File: config.mk
export PLATFORM = sky130hd
export DESIGN_NAME = lsu_bus_flat
export DESIGN_NICKNAME = d
export VERILOG_FILES = /design/src/rtl/lsu_bus_if.sv /design/src/rtl/lsu_bus.sv /design/src/flat_wrapper.sv
export SDC_FILE = /design/constraint.sdc
export NUM_CORES = 1
export LEC_CHECK = 0
export ABC_AREA = 0
export BUFFER_PORTS_ARGS = -buffer_cell sky130_fd_sc_hd__clkbuf_2
export CAP_MARGIN = 20
export CORE_ASPECT_RATIO = 0.9
export CORE_MARGIN = 8
export CORE_UTILIZATION = 55
export CTS_BUF_LIST = sky130_fd_sc_hd__clkbuf_16
export CTS_CLUSTER_SIZE = 40
export DETAILED_ROUTE_END_ITERATION = 10
export PLACE_DENSITY_LB_ADDON = 0.15
export SLEW_MARGIN = 20
export SYNTH_ARGS = -nofsm -noshare
export SYNTH_HDL_FRONTEND = slang
export SYNTH_SLANG_ARGS = --single-unit
File: constraint.sdc
create_clock -name clk -period 5.84 [get_ports clk]
set_clock_uncertainty 0.1 [all_clocks]
set_input_delay 0.292 -clock clk [delete_from_list [all_inputs] [get_ports clk]]
set_output_delay 0.292 -clock clk [all_outputs]
set_load 0.05 [all_outputs]
File: src/rtl/lsu_bus_if.sv
// Valid/ready data bus between the load/store unit (master) and memory (slave).
// For reads, bus_rdata is valid in the same cycle as bus_ready.
interface lsu_bus_if;
   logic        bus_valid;
   logic        bus_ready;
   logic        bus_we;
   logic [31:0] bus_addr;
   logic [3:0]  bus_be;
   logic [31:0] bus_wdata;
   logic [31:0] bus_rdata;

   modport master (
      output bus_valid, bus_we, bus_addr, bus_be, bus_wdata,
      input  bus_ready, bus_rdata
   );

   modport slave (
      input  bus_valid, bus_we, bus_addr, bus_be, bus_wdata,
      output bus_ready, bus_rdata
   );
endinterface

File: src/rtl/lsu_bus.sv
// Multi-cycle load/store unit: turns one core memory instruction into one byte-lane
// aligned bus access, stalling the core until the result or an error pulse is returned.
//
// state  | meaning
// IDLE   | waiting for req_valid; stall follows req_valid, request is captured
// BUSY   | bus_valid held with stable address/lanes until bus_ready or timeout
// DONE   | one-cycle completion: rd_valid plus misalign_err / bus_err as flagged
module lsu_bus #(
   parameter int TIMEOUT_CYCLES = 16,
   parameter int TO_W           = 8
) (
   input  logic        clk,
   input  logic        rst,
   input  logic        req_valid,
   input  logic        req_we,
   input  logic [2:0]  req_ctrl,
   input  logic [31:0] req_addr,
   input  logic [31:0] req_wdata,
   output logic        stall,
   output logic [31:0] rd_data,
   output logic        rd_valid,
   output logic        misalign_err,
   output logic        bus_err,
   lsu_bus_if.master   bus
);

   typedef enum logic [1:0] {
      S_IDLE = 2'd0,
      S_BUSY = 2'd1,
      S_DONE = 2'd2
   } state_t;

   state_t state_q, state_d;

   logic [31:0]     addr_q;
   logic [2:0]      ctrl_q;
   logic            we_q;
   logic [31:0]     wdata_q;
   logic [3:0]      be_q;
   logic            mis_q;
   logic            to_q;
   logic [31:0]     rd_q;
   logic [TO_W-1:0] cnt_q;

   logic            is_b, is_h, mis_d;
   logic [3:0]      be_d;
   logic [31:0]     wdata_d;
   logic [31:0]     ld_shift, ld_ext;
   logic            capture, timeout_hit;

   // Access size decode; only loads use the unsigned encodings 4/5, stores fall back to word.
   always_comb begin
      is_b    = (req_ctrl == 3'd0) || (!req_we && req_ctrl == 3'd4);
      is_h    = (req_ctrl == 3'd1) || (!req_we && req_ctrl == 3'd5);
      mis_d   = (is_h && req_addr[0]) || (!is_b && !is_h && req_addr[1:0] != 2'b00);
      be_d    = 4'b1111;
      wdata_d = req_wdata;
      if (is_b) begin
         be_d    = 4'b0001 << req_addr[1:0];
         wdata_d = {4{req_wdata[7:0]}};
      end else if (is_h) begin
         be_d    = 4'b0011 << req_addr[1:0];
         wdata_d = {2{req_wdata[15:0]}};
      end
   end

   always_comb begin
      ld_shift = bus.bus_rdata >> {addr_q[1:0], 3'b000};
      case (ctrl_q)
         3'd0:    ld_ext = {{24{ld_shift[7]}}, ld_shift[7:0]};
         3'd4:    ld_ext = {24'd0, ld_shift[7:0]};
         3'd1:    ld_ext = {{16{ld_shift[15]}}, ld_shift[15:0]};
         3'd5:    ld_ext = {16'd0, ld_shift[15:0]};
         default: ld_ext = bus.bus_rdata;
      endcase
   end

   always_ff @(posedge clk or posedge rst) begin
      if (rst) state_q <= S_IDLE;
      else     state_q <= state_d;
   end

   always_comb begin
      state_d     = state_q;
      capture     = 1'b0;
      timeout_hit = 1'b0;
      case (state_q)
         S_IDLE: begin
            if (req_valid) begin
               capture = 1'b1;
               state_d = mis_d ? S_DONE : S_BUSY;
            end
         end
         S_BUSY: begin
            if (bus.bus_ready) begin
               state_d = S_DONE;
            end else if (TIMEOUT_CYCLES != 0 && cnt_q == TO_W'(1)) begin
               timeout_hit = 1'b1;
               state_d     = S_DONE;
            end
         end
         S_DONE:  state_d = S_IDLE;
         default: state_d = S_IDLE;
      endcase
   end

   // Timeout is a down-counter loaded at capture; terminal count 1 ends the last wait cycle.
   always_ff @(posedge clk or posedge rst) begin
      if (rst) begin
         addr_q  <= '0;
         ctrl_q  <= '0;
         we_q    <= 1'b0;
         wdata_q <= '0;
         be_q    <= '0;
         mis_q   <= 1'b0;
         to_q    <= 1'b0;
         rd_q    <= '0;
         cnt_q   <= '0;
      end else begin
         if (capture) begin
            addr_q  <= req_addr;
            ctrl_q  <= req_ctrl;
            we_q    <= req_we;
            wdata_q <= wdata_d;
            be_q    <= be_d;
            mis_q   <= mis_d;
            to_q    <= 1'b0;
            rd_q    <= '0;
            cnt_q   <= TO_W'(TIMEOUT_CYCLES);
         end
         if (state_q == S_BUSY) begin
            if (bus.bus_ready) begin
               if (!we_q) rd_q <= ld_ext;
            end else if (TIMEOUT_CYCLES != 0) begin
               cnt_q <= cnt_q - TO_W'(1);
               if (timeout_hit) to_q <= 1'b1;
            end
         end
      end
   end

   // Bus outputs derive from the state register so reset removes bus_valid immediately.
   always_comb begin
      bus.bus_valid = (state_q == S_BUSY);
      bus.bus_we    = (state_q == S_BUSY) && we_q;
      bus.bus_addr  = (state_q == S_BUSY) ? {addr_q[31:2], 2'b00} : 32'd0;
      bus.bus_be    = (state_q == S_BUSY) ? be_q : 4'd0;
      bus.bus_wdata = (state_q == S_BUSY) ? wdata_q : 32'd0;
      stall         = ((state_q == S_IDLE) && req_valid) || (state_q == S_BUSY);
      rd_valid      = (state_q == S_DONE);
      misalign_err  = (state_q == S_DONE) && mis_q;
      bus_err       = (state_q == S_DONE) && to_q;
      rd_data       = (state_q == S_DONE) ? rd_q : 32'd0;
   end

endmodule
File: src/flat_wrapper.sv
// flat-port wrapper written by rule: the top's interface ports become plain ports
module lsu_bus_flat 
#(
   parameter int TIMEOUT_CYCLES = 16,
   parameter int TO_W           = 8
)
  (clk, rst, req_valid, req_we, req_ctrl, req_addr, req_wdata, stall, rd_data, rd_valid, misalign_err, bus_err, bus_bus_valid, bus_bus_we, bus_bus_addr, bus_bus_be, bus_bus_wdata, bus_bus_ready, bus_bus_rdata);
  lsu_bus_if bus_i ();
  input  logic clk;
  input  logic rst;
  input  logic req_valid;
  input  logic req_we;
  input  logic [2:0] req_ctrl;
  input  logic [31:0] req_addr;
  input  logic [31:0] req_wdata;
  output logic stall;
  output logic [31:0] rd_data;
  output logic rd_valid;
  output logic misalign_err;
  output logic bus_err;
  output wire logic [$bits(bus_i.bus_valid)-1:0] bus_bus_valid;
  output wire logic [$bits(bus_i.bus_we)-1:0] bus_bus_we;
  output wire logic [$bits(bus_i.bus_addr)-1:0] bus_bus_addr;
  output wire logic [$bits(bus_i.bus_be)-1:0] bus_bus_be;
  output wire logic [$bits(bus_i.bus_wdata)-1:0] bus_bus_wdata;
  input wire logic [$bits(bus_i.bus_ready)-1:0] bus_bus_ready;
  input wire logic [$bits(bus_i.bus_rdata)-1:0] bus_bus_rdata;
  assign bus_bus_valid = bus_i.bus_valid;
  assign bus_bus_we = bus_i.bus_we;
  assign bus_bus_addr = bus_i.bus_addr;
  assign bus_bus_be = bus_i.bus_be;
  assign bus_bus_wdata = bus_i.bus_wdata;
  assign bus_i.bus_ready = bus_bus_ready;
  assign bus_i.bus_rdata = bus_bus_rdata;
  lsu_bus #(.TIMEOUT_CYCLES(TIMEOUT_CYCLES), .TO_W(TO_W)) u_core (.clk(clk), .rst(rst), .req_valid(req_valid), .req_we(req_we), .req_ctrl(req_ctrl), .req_addr(req_addr), .req_wdata(req_wdata), .stall(stall), .rd_data(rd_data), .rd_valid(rd_valid), .misalign_err(misalign_err), .bus_err(bus_err), .bus(bus_i));
endmodule
## Word level (Yosys, flattened, before mapping)

Cells that the tools add are included.

| operators by class | value |
|---|---|
| add/sub/neg operators | 1 |
| equal/unequal tests | 11 |
| shift-type cells | 3 |
| multiplexer cells | 30 |
| reduce and logical (&&, ||, !) cells | 21 |

Operators with widths:

| operator | number |
|---|---|
| 32-bit two-way mux | 9 |
| 32-bit one-hot mux with 4 select lines | 1 |
| 32-bit by 5-bit right shift with 16-bit output | 1 |
| 8-bit two-way mux | 3 |
| 3-bit == test (second input constant) | 4 |
| 4-bit two-way mux | 3 |
| 1-bit logical AND | 9 |
| 1-bit two-way mux | 9 |
| 8-bit by 1-bit == test with 1-bit output (second input constant) | 1 |
| 2-bit two-way mux | 4 |
| 8-bit by 1-bit subtractor with 8-bit output (second input constant) | 1 |
| 3-bit by 1-bit == test with 1-bit output (second input constant) | 2 |
| 3-bit logical NOT | 2 |
| 1-bit logical OR | 4 |
| 2-bit one-hot mux with 2 select lines | 1 |
| 1-bit by 2-bit left shift with 4-bit output (first input constant) | 1 |
| 2-bit by 2-bit left shift with 4-bit output (first input constant) | 1 |
| 1-bit logical NOT | 3 |
| 3-bit by 1-bit != test with 1-bit output (second input constant) | 1 |
| 2-bit by 1-bit == test with 1-bit output (second input constant) | 1 |
| 2-bit == test (second input constant) | 1 |
| 2-bit logical NOT | 1 |
| 2-bit != test (second input constant) | 1 |
| 2-bit AND reduction | 1 |
| 2-bit nonzero test | 1 |

| word-level totals | value |
|---|---|
| flip-flop bits (word level) | 116 |
| output and inout bits | 106 |
| word-level logic and storage cells | 76 |

## Depth between registers and ports, before layout

| logic depth | value |
|---|---|
| depth in word-level cells | 10 |
| mapped depth | 6 |

## Least setup slack after synthesis

Ideal clock, no wire load.

| timing | value |
|---|---|
| kind | register -> output |
| start point | register u_core.state_q[1] |
| end point | output port bus_bus_addr[22] |
| data arrival time | 1.819 ns |
| setup slack | 3.629 ns |
| cell stages (with the launch flop) | 5 |
| path buffers | 1 |
| path through | dfrtp_1 > nand2b_1 > inv_1 > clkbuf_1 > and2_1 |

| on the way | value |
|---|---|
| cells in the longest elaborated chain, start to end | 2 |

RTL lines:

| what | line | text |
|---|---|---|
| from (decl) | lsu_bus.sv:33 | `state_t state_q, state_d;` |
| from (signal assigned) | lsu_bus.sv:80 | `else state_q <= state_d;` |
| 2-bit by 1-bit == test with 1-bit output | - |  |
| named net bus_bus_valid | flat_wrapper.sv:21 | `output wire logic [$bits(bus_i.bus_valid)-1:0] bus_bus_valid;` |
| 32-bit two-way mux | lsu_bus.sv:146 | `bus.bus_addr = (state_q == S_BUSY) ? {addr_q[31:2], 2'b00} : 32'd0;` |
| to (decl) | flat_wrapper.sv:23 | `output wire logic [$bits(bus_i.bus_addr)-1:0] bus_bus_addr;` |

The timed path passes the listed nets, and every way through them passes these cells.

## Final worst setup path

| timing | value |
|---|---|
| start point | register u_core.state_q[1] |
| end point | output port bus_bus_be[3] |

| on the way | value |
|---|---|
| cells in the longest elaborated chain, start to end | 2 |

RTL lines:

| what | line | text |
|---|---|---|
| 2-bit by 1-bit == test with 1-bit output | lsu_bus.sv:147 | `bus.bus_be = (state_q == S_BUSY) ? be_q : 4'd0;` |
| 4-bit two-way mux | lsu_bus.sv:147 |  |
| to (decl) | flat_wrapper.sv:24 | `output wire logic [$bits(bus_i.bus_be)-1:0] bus_bus_be;` |

No other way between the ends.

==> metrics.md <==
| Metric | Value |
|---|---|
| Status | completed |
| Predominant post-synthesis flop cell | dfrtp_1 |
| FF-to-FF path depth | 6 |
| FP Rows | 36 |
| WHS Endpoint | u_core.we_q |
| Initial drt markers | 544 |
| Clk Latency, worst-skew pair | between 0.4 and 0.5 ns |
| Mean Syn Cell Area | 8.92 um^2 |
| Largest fanout on the critical path | 50 |
| CTS tree | done |
| DR vias/cell | 5.52 |
| Final cell count without fillers | 1,042 |
| Final hold vios | 0 |
| Largest cells by area after synthesis | dfrtp_1 48%, nand2_1 11%, and2_1 10%, mux2i_1 6.1%, o21ai_0 3.7% |
| Pwr Total | 3.59 mW |
| Pre-antenna DRT Iters | 5 |
| Die area | between 0.01 and 0.015 mm^2 |
| # setup viols final | 0 |
| Initial core utilization | 56.3% |
| Total of max-cap violations | 0 |
| Max Buffers Root-to-Sink | 2 |
| Crit share post-route | about 49% |
| Static leakage power | 4.19 nW |
| Area Growth Syn to Fin | 32.6% |
| CP endpoint kind | output port |
| Detailed Route WL | 18,800 um |
| Max_slew headroom | 35.0% |
| Final nets | 1,006 |
| Tmin final | 2.89 ns |
| Post-Syn Area | 0.00606 mm^2 |
| Synth area leader | dfrtp_1 |
| Routed wire per std cell | 18.1 um |
| Sum Neg Setup Slack | 0 ns |
| FF-to-FF End | u_core.cnt_q[3] |
| Fill cell count | 771 |
| Gate count of the mapped netlist | about 680 |
| Num CTS Buffers | 17 |
| Max VDD drop | 287 uV |
| Global route overflow | 0 |
| DR vias | 5,757 |
| Vias in the first global route | between 5k and 6k |
| Footprint of the multi-input gates | 0.00292 mm^2 |
| Initial antenna violation count | 0 |
| Crit path launch type | register |
| Sequential cell area | 0.00290 mm^2 |
| Worst-margin pin slew | 0.972 ns |
| Crit Path Category | register to output port |
| Core Area | 0.0108 mm^2 |
| RSZ-0062 raised after global routing | no |
| WHS | around 0.027 ns |
| Compound-cell area share of the yosys netlist | 12.8% |
| Largest family of logic cells by synthesized area | simple AND/OR/NAND/NOR gates |
| Boundary Pins | 210 |
| Synth warn | 0 |
| Reg2reg setup slack | 3.32 ns |
| Top cell type's share of synthesized area | 47.9% |
| Sink Count | approximately 120 |
| Post-synthesis sequential area ratio | 47.9% |
| Synth Area in XOR/XNOR | 0% |
| Layout cells sized above 1 | 27.9% |
| Die height | about 120 um |
| Multiplexer area fraction after synthesis | under 10% |
| Yosys cell types | between 40 and 50 |
| Placed insts | around 1,000 |
| Worst r2r src | u_core.state_q[1] |
| Ant diodes | 0 |
| Die W | 127 um |
| H-tree depth | 4 |
| Post-synthesis simple-gate area fraction | a little over a quarter |
| Worst hold-check path type | input pin to register |
| Final HPWL DP | ~12,000 um |
| Port buffer count | roughly 210 |
| CP arrival | 2.50 ns |
| Antenna-violating nets left | 0 |
| Clk slew on worst S/H paths | about 0.05 ns |
| First-pass GRT wire length | 30,000 um |
| Final WS setup | 2.95 ns |
| Clock root buffer | clkbuf_16 |
| Worst hold start | req_we |
| Power Density | around 450 mW/mm^2 |
| GP Congestion | 0.865 |
| Post-CTS setup buffer count | 0 |
| Critical path required time | between 5 and 6 ns |
| DR DRC count | 0 |
| Ys async rst share | 100% |
| Pre-CTS setup slack | 3.43 ns |
| F_max | approximately 0.35 GHz |
| Overall routing resource usage | 25.8% |
| Yosys reg bits | 116 |
| Worst Hold Depth | 3 |
| Final slew viol count | 0 |
| Pin count of the biggest net entering global routing | 84 |
| Adder-Cell Fraction of Synth Area | 1.24% |
| Most frequent cells after synthesis | 173 x nand2_1, 116 x dfrtp_1, 101 x and2_1, 45 x o21ai_0, 37 x mux2i_1 |
| EDFF count, synth | 0 |
| Most numerous cell in the Yosys netlist | nand2_1 |
-- sequential cells by signal, indices dropped and copies added (netlist names) --
register / count
u_core.wdata_q: 32
u_core.ctrl_q: 3
u_core.addr_q: 32
u_core.we_q: 1
u_core.mis_q: 1
u_core.to_q: 1
u_core.cnt_q: 8
u_core.be_q: 4
u_core.state_q: 2
u_core.rd_q: 32
-- power by group --
| group | internal, mW | switching [mW] |
|---|---|---|
| clock | 0.665 | 0.382 |
| combinational | 0.392 | 0.840 |
| sequential | 1.09 | 0.227 |
| total | 2.14 | 1.45 |
-- layer usage --
metal | vias to the layer above | wire length [um] | part of all wire (%) | track usage, %
met1 | 2785 | 7610 | 40 | 30.2
li1 | 2692 | - | - | -
met4 | 0 | 233 | 1.2 | 8.81
met2 | 253 | 9350 | 50 | 44.2
met5 | - | 0 | 0 | 0
met3 | 27 | 1640 | 8.7 | 8.33
-- critical path, cell delays in order (launching register included) --
cell	delay, ns
dfrtp_1	0.44
nand2b_1	0.19
inv_1	0.42
buf_4	0.49
and2_1	0.23
clkbuf_2	0.29
-- layout by cell type (no fill, tap or decap), types with 2 or more instances in the layout --
cell / Yosys / routed
a221o_1: 16 / 16
and2_1: 101 / 101
a32o_1: 7 / 7
ha_1: 6 / 6
clkinv_2: 0 / 4
nand2b_1: 16 / 16
dfrtp_1: 116 / 116
a21oi_1: 26 / 25
a21o_1: 2 / 2
clkinvlp_4: 0 / 3
clkbuf_2: 0 / 207
conb_1: 1 / 2
nor3_1: 4 / 4
clkbuf_16: 0 / 17
nor2_1: 26 / 26
o22a_1: 3 / 3
inv_1: 12 / 12
nor2b_1: 5 / 4
o31ai_1: 6 / 6
buf_4: 2 / 7
nor3b_1: 3 / 2
clkinv_4: 0 / 3
mux2_2: 3 / 3
bufinv_16: 0 / 3
nand2_1: 173 / 172
o21ai_0: 45 / 45
dlygate4sd3_1: 0 / 31
nand3_1: 6 / 6
mux2i_1: 37 / 37
-- repair_timing --
| action | 4_1_cts | 5_1_grt |
|---|---|---|
| hold endpoints to repair | 80 | 0 |
| hold buffers | 31 | 0 |
| gates resized for setup | 0 | 0 |
-- per-stage QoR --
step / instance area [um^2] / util (%)
2_1_floorplan: 6060 / -
3_3_place_gp: 7110 / 66.1
3_5_place_dp: 7130 / 66.2
4_1_cts: 8030 / 74.6
5_1_grt: 8030 / 74.6
6_report: 8030 / 74.6
-- layout make-up --
| cell class | instances | area share, % |
|---|---|---|
| timing repair buffer | 245 | 17.4 |
| sequential | 116 | 36.2 |
| tap | 133 | 2.07 |
| clock inverter | 15 | 2.07 |
| multi-input combinational | 504 | 36.4 |
| inverter | 12 | 0.592 |
| clock buffer | 17 | 5.30 |
-- worst max path at each step --
| stage | start | endpoint | slack, ns | depth (start not counted) |
|---|---|---|---|---|
| final | u_core.state_q[1] | bus_bus_be[3] | 2.95 | 5 |
| after global routing | u_core.state_q[1] | bus_bus_be[3] | 2.77 | 5 |
| after CTS | u_core.state_q[1] | bus_bus_be[3] | 2.97 | 5 |
| after detailed placement | u_core.state_q[1] | u_core.cnt_q[3] | 3.43 | 6 |
| after global placement | u_core.state_q[1] | u_core.rd_q[22] | 3.36 | 3 |
| after floorplan | rst | u_core.addr_q[0] | 2.38 | 1 |
-- cell families (layout without fill, tap and decap cells) --
kind of cell               after synthesis  count (layout)
AOI/OAI and AO/OA                      117             117
buffers and inverters                   60             289
DFF                                    116             116
muxes                                   41              41
and+or+nand+nor                        338             338
adders and majority gates                6               6
other                                    1               2
(Power assumes the default switching activity.)
